<file path="src/rtl/piso_serializer.sv">
// Parallel-in/serial-out transmitter: a WIDTH-bit word accepted over valid/ready
// is shifted out one bit per clock, with per-bit valid and a last-bit marker.
module piso_serializer #(
    parameter int WIDTH     = 8,
    parameter bit MSB_FIRST = 1'b1
) (
    input  logic             clk,
    input  logic             rst,
    input  logic             load_valid,
    output logic             load_ready,
    input  logic [WIDTH-1:0] load_data,
    output logic             sout,
    output logic             sout_valid,
    output logic             sout_last,
    output logic             busy
);

    localparam int CNT_W = $clog2(WIDTH);
    localparam logic [CNT_W-1:0] CNT_LAST = CNT_W'(WIDTH - 1);

    typedef enum logic {
        IDLE  = 1'b0,
        SHIFT = 1'b1
    } state_e;

    state_e             state_q, state_d;
    logic [WIDTH-1:0]   sreg_q, sreg_d;
    logic [CNT_W-1:0]   cnt_q, cnt_d;
    logic               accept;

    // NOTE: sequential state uses non-blocking assignments so every register
    // samples the pre-edge values, independent of statement order.
    always_ff @(posedge clk) begin
        if (rst) begin
            state_q <= IDLE;
            sreg_q  <= '0;
            cnt_q   <= '0;
        end else begin
            state_q <= state_d;
            sreg_q  <= sreg_d;
            cnt_q   <= cnt_d;
        end
    end

    always_comb begin
        // NOTE: every next-state signal gets a default first so no path
        // through the case leaves it unassigned, which would infer a latch.
        state_d = state_q;
        sreg_d  = sreg_q;
        cnt_d   = cnt_q;
        accept  = load_valid && load_ready;

        case (state_q)
            IDLE: begin
                if (accept) begin
                    state_d = SHIFT;
                    sreg_d  = load_data;
                    cnt_d   = CNT_LAST;
                end
            end
            SHIFT: begin
                if (cnt_q != '0) begin
                    cnt_d = cnt_q - 1'b1;
                    if (MSB_FIRST) sreg_d = {sreg_q[WIDTH-2:0], 1'b0};
                    else           sreg_d = {1'b0, sreg_q[WIDTH-1:1]};
                end else if (accept) begin
                    // Last bit goes out while the next word loads: zero-gap frames.
                    sreg_d = load_data;
                    cnt_d  = CNT_LAST;
                end else begin
                    state_d = IDLE;
                    sreg_d  = '0;
                end
            end
            default: begin
                state_d = IDLE;
                sreg_d  = '0;
                cnt_d   = '0;
            end
        endcase
    end

    always_comb begin
        load_ready = !rst && ((state_q == IDLE) || (cnt_q == '0));
        sout_valid = (state_q == SHIFT);
        busy       = sout_valid;
        sout_last  = sout_valid && (cnt_q == '0);
        if (!sout_valid) sout = 1'b0;
        else if (MSB_FIRST) sout = sreg_q[WIDTH-1];
        else sout = sreg_q[0];
    end

endmodule

</file>
<file path="config.mk">
export PLATFORM = sky130hd
export DESIGN_NAME = piso_serializer
export DESIGN_NICKNAME = d
export VERILOG_FILES = /design/src/rtl/piso_serializer.sv
export SDC_FILE = /design/constraint.sdc
export NUM_CORES = 1
export LEC_CHECK = 0
export ABC_AREA = 1
export CAP_MARGIN = 20
export CORE_MARGIN = 8
export CORE_UTILIZATION = 52
export CTS_CLUSTER_SIZE = 40
export DETAILED_ROUTE_END_ITERATION = 6
export GPL_ROUTABILITY_DRIVEN = 0
export GPL_TIMING_DRIVEN = 0
export HOLD_SLACK_MARGIN = 0.15
export PLACE_DENSITY = 0.82
export SLEW_MARGIN = 20
export SYNTH_ARGS = -nofsm -noshare
export SYNTH_HDL_FRONTEND = slang
export SYNTH_SLANG_ARGS = --single-unit
</file>
<file path="constraint.sdc">
create_clock -name clk -period 1.7 [get_ports clk]
set_input_delay 0.51 -clock clk [delete_from_list [all_inputs] [get_ports clk]]
set_output_delay 0.51 -clock clk [all_outputs]
set_load 0.01 [all_outputs]
</file>
==> results by group <==
Logic synthesis
  – Post-synth EDFFs: 0
  – Cells after Synth: 97
  – Yosys top cell by area: dfxtp_1
  – Synthesized flop and latch total: 12
  – Synth top cells by count: 16 x inv_1, 15 x nand2_1, 12 x dfxtp_1
  – Leading cell type by number of instances after synthesis: inv_1
  – Most common flop cell mapped by yosys: dfxtp_1
  – Synthesized area: 739 sq um
  – Synth unique cells: 18
  – Register area share after synthesis: 0.325
  – Synth top area share: 0.325
  – Synth top area cells: dfxtp_1 32%, a21oi_2 8.3%, o21ai_2 8.3%, inv_1 8.1%, nand2_1 7.6%
  – Yosys warning count: 0
  – Syn_area_per_cell: 7.62 sq um
  – Syn nets: 110
  – Ys async rst share: 0

Floorplanning
  – Core area: 0.00132 sq mm
  – Die Y: 53.7 um
  – Starting density of the core: 0.561
  – Die ar.: 0.00288 sq mm
  – Row count: 13
  – Num ports: 16
  – Die Wd: 53.7 um

STA
  – Fin crit period: 1.73 ns
  – Final WS setup: -0.0330 ns
  – Fmax: 577 MHz
  – RSZ-0062 raised after global routing: true
  – Clock skew: 0.00195 ns
  – Hold Fails Final Rpt: 0
  – Worst-Margin Slew: 0.300 ns
  – Final Max Tran Viols: 0
  – Hold slack: 0.519 ns
  – Setup Viol. Count Final: 1
  – Period utilisation layout: 1.02
  – Max-slew headroom: 0.800

Layout
  – Post-route cell area: 995 sq um
  – Area growth syn-to-layout: 34.5%
  – Share of cells above drive strength 1: 0.367
  – Antenna cells: 0
  – Fill count: 104
  – NumNets Final: 135
  – Fin cells: 135

Clocking
  – Sink Count: 12
  – CTS max path bufs: 2
  – CTS Hold Bufs: 0
  – Clock transition at path regs: 0.08 ns
  – CTS root buf: clkbuf_4
  – CTS H-tree lvls: 1
  – CTS tree: built
  – Clock latency at the later pin of the worst-skew pair: 0.27 ns
  – Num CTS Buffers: 3

GRT
  – Initial antenna violation count: 0
  – First-pass GRT wire length: 2.68 mm
  – Overflow after GRT: 0
  – Largest net degree at the start of global routing: 11
  – Gr usage total: 0.126
  – Number of global-route vias before repair: 646

Power and ir drop
  – Max IR drop VDD: 0.000630 V
  – P per Cell Area: 828 mW/mm^2
  – Leak: 0.469 nW

Place
  – Cell count after placement: 126
  – Placed cell area: 898 sq um
  – HPWL Detailed: 1.10 mm
  – IO buf count: 14

Drt
  – WL/cell: 12.8 um
  – Iter 0 DRT Violations: 7
  – Final wirelength: 1.73 mm
  – DR pass1 iterations: 4
  – Via count: 703
  – Vias per cell: 5.21
  – DR DRC count: 0
  – Detail Route Antenna Nets: 0

Run status
  – Failing checks: setup timing
  – Status: complete, but fails checks

Worst setup path
  – Required time of the critical path: 1.19 ns
  – Crit path max fanout: 4
  – FF-to-FF path depth: 11
  – CP arrival: 1.22 ns
  – WS Path Type: flip-flop to primary output
  – Critical Path Source Type: flip-flop
  – Crit. End Element: primary output

Hold path
  – Worst Hold Class: flip-flop to flip-flop
  – WHS Path Cells: 2

Job
  – Max Cap Violations: 0
what timing repair did:
item                                    4_1_cts  5_1_grt
pin swaps                                     1        0
gates cloned                                  0        0
endpoints found under the setup margin        5       13
resized for setup                            22        8
setup buffers                                 6        0
registers in the layout, summed over array words and instances, names as in the netlist:
signal,flops
sreg_q,8
cnt_q,3
busy,1
critical path, cell delays in order (launching register included):
cell and delay, ns:
dfxtp_2 0.32, inv_2 0.07, ha_4 0.14, nand2_4 0.05, buf_6 0.12, a21oi_2 0.11, buf_2 0.14
area by class of cell:
class                   count  area, sq um  area share
well taps                  15         18.8      0.0189
clock buffers               3         22.5      0.0226
plain buffers               7         75.1      0.0755
repair buffers             20          166       0.167
multi-input cells          60          397       0.399
inverters                  18         70.1      0.0704
flip-flops and latches     12          245       0.247
layer usage:
metal  GRT usage  part of all wire  vias to the layer above
li1            -                 -                      373
met1       0.144              0.46                      306
met2       0.205              0.48                       18
met3      0.0303             0.045                        6
met4      0.0798             0.022                        0
met5           0                 0                        -
worst paths after layout:
check                           startpoint          to  slack, ns
worst max-delay path              cnt_q[0]  load_ready      -0.03
worst min register to register   sreg_q[0]   sreg_q[0]       0.52
worst min-delay path             sreg_q[0]   sreg_q[0]       0.52
worst max register to register    cnt_q[0]   sreg_q[7]       0.09
cells in the final DEF (no fill, tap or decap):
| cell | synthesis | final |
|---|---|---|
| clkbuf_4 | 0 | 3 |
| o21ai_4 | 1 | 1 |
| buf_6 | 3 | 6 |
| inv_4 | 1 | 1 |
| buf_4 | 2 | 7 |
| dfxtp_2 | 0 | 1 |
| dfxtp_1 | 12 | 10 |
| clkbuf_2 | 0 | 1 |
| o211ai_1 | 1 | 1 |
| nand2_1 | 15 | 13 |
| a21oi_2 | 7 | 8 |
| o21ai_2 | 7 | 7 |
| ha_4 | 0 | 1 |
| nand3_1 | 11 | 11 |
| nor2_1 | 2 | 2 |
| inv_2 | 1 | 3 |
| dlygate4sd2_1 | 0 | 3 |
| buf_2 | 2 | 2 |
| dfxtp_4 | 0 | 1 |
| o21ai_0 | 2 | 2 |
| nand4_1 | 8 | 8 |
| nand2_2 | 0 | 1 |
| nand2_4 | 0 | 1 |
| inv_1 | 16 | 14 |
| ha_1 | 2 | 1 |
| a21oi_1 | 4 | 3 |
| clkdlybuf4s50_1 | 0 | 8 |
where the power goes:
group / leakage, nW / total [mW] / switching, mW / internal, mW
registers: 0.100 / 0.328 / 0.0180 / 0.310
clock network: 0.0138 / 0.175 / 0.0933 / 0.0818
logic: 0.355 / 0.320 / 0.164 / 0.156
total: 0.469 / 0.823 / 0.275 / 0.548
stage by stage:
step                setup slack, ns   util  TNS, ns  total power, mW
floorplan                     0.250      -        0            0.498
global placement             -0.581  0.682    -1.24            0.567
detailed placement           -0.609  0.682    -1.55            0.572
CTS                         -0.0376  0.738  -0.0376            0.797
global route                -0.0738  0.755   -0.101            0.875
finish                      -0.0330  0.755  -0.0330            0.823
kinds of logic (layout without fill, tap and decap cells):
| group | Yosys count | count (layout) | share of synthesized area |
|---|---|---|---|
| adder cells (fa/ha/maj) | 2 | 2 | 0.0338 |
| AND/OR/NAND/NOR | 36 | 36 | 0.228 |
| AO/OA/AOI/OAI | 22 | 22 | 0.239 |
| buffers and inverters | 25 | 48 | 0.174 |
| flip-flops | 12 | 12 | 0.325 |
Note: power is estimated with default switching activity, not from simulation.
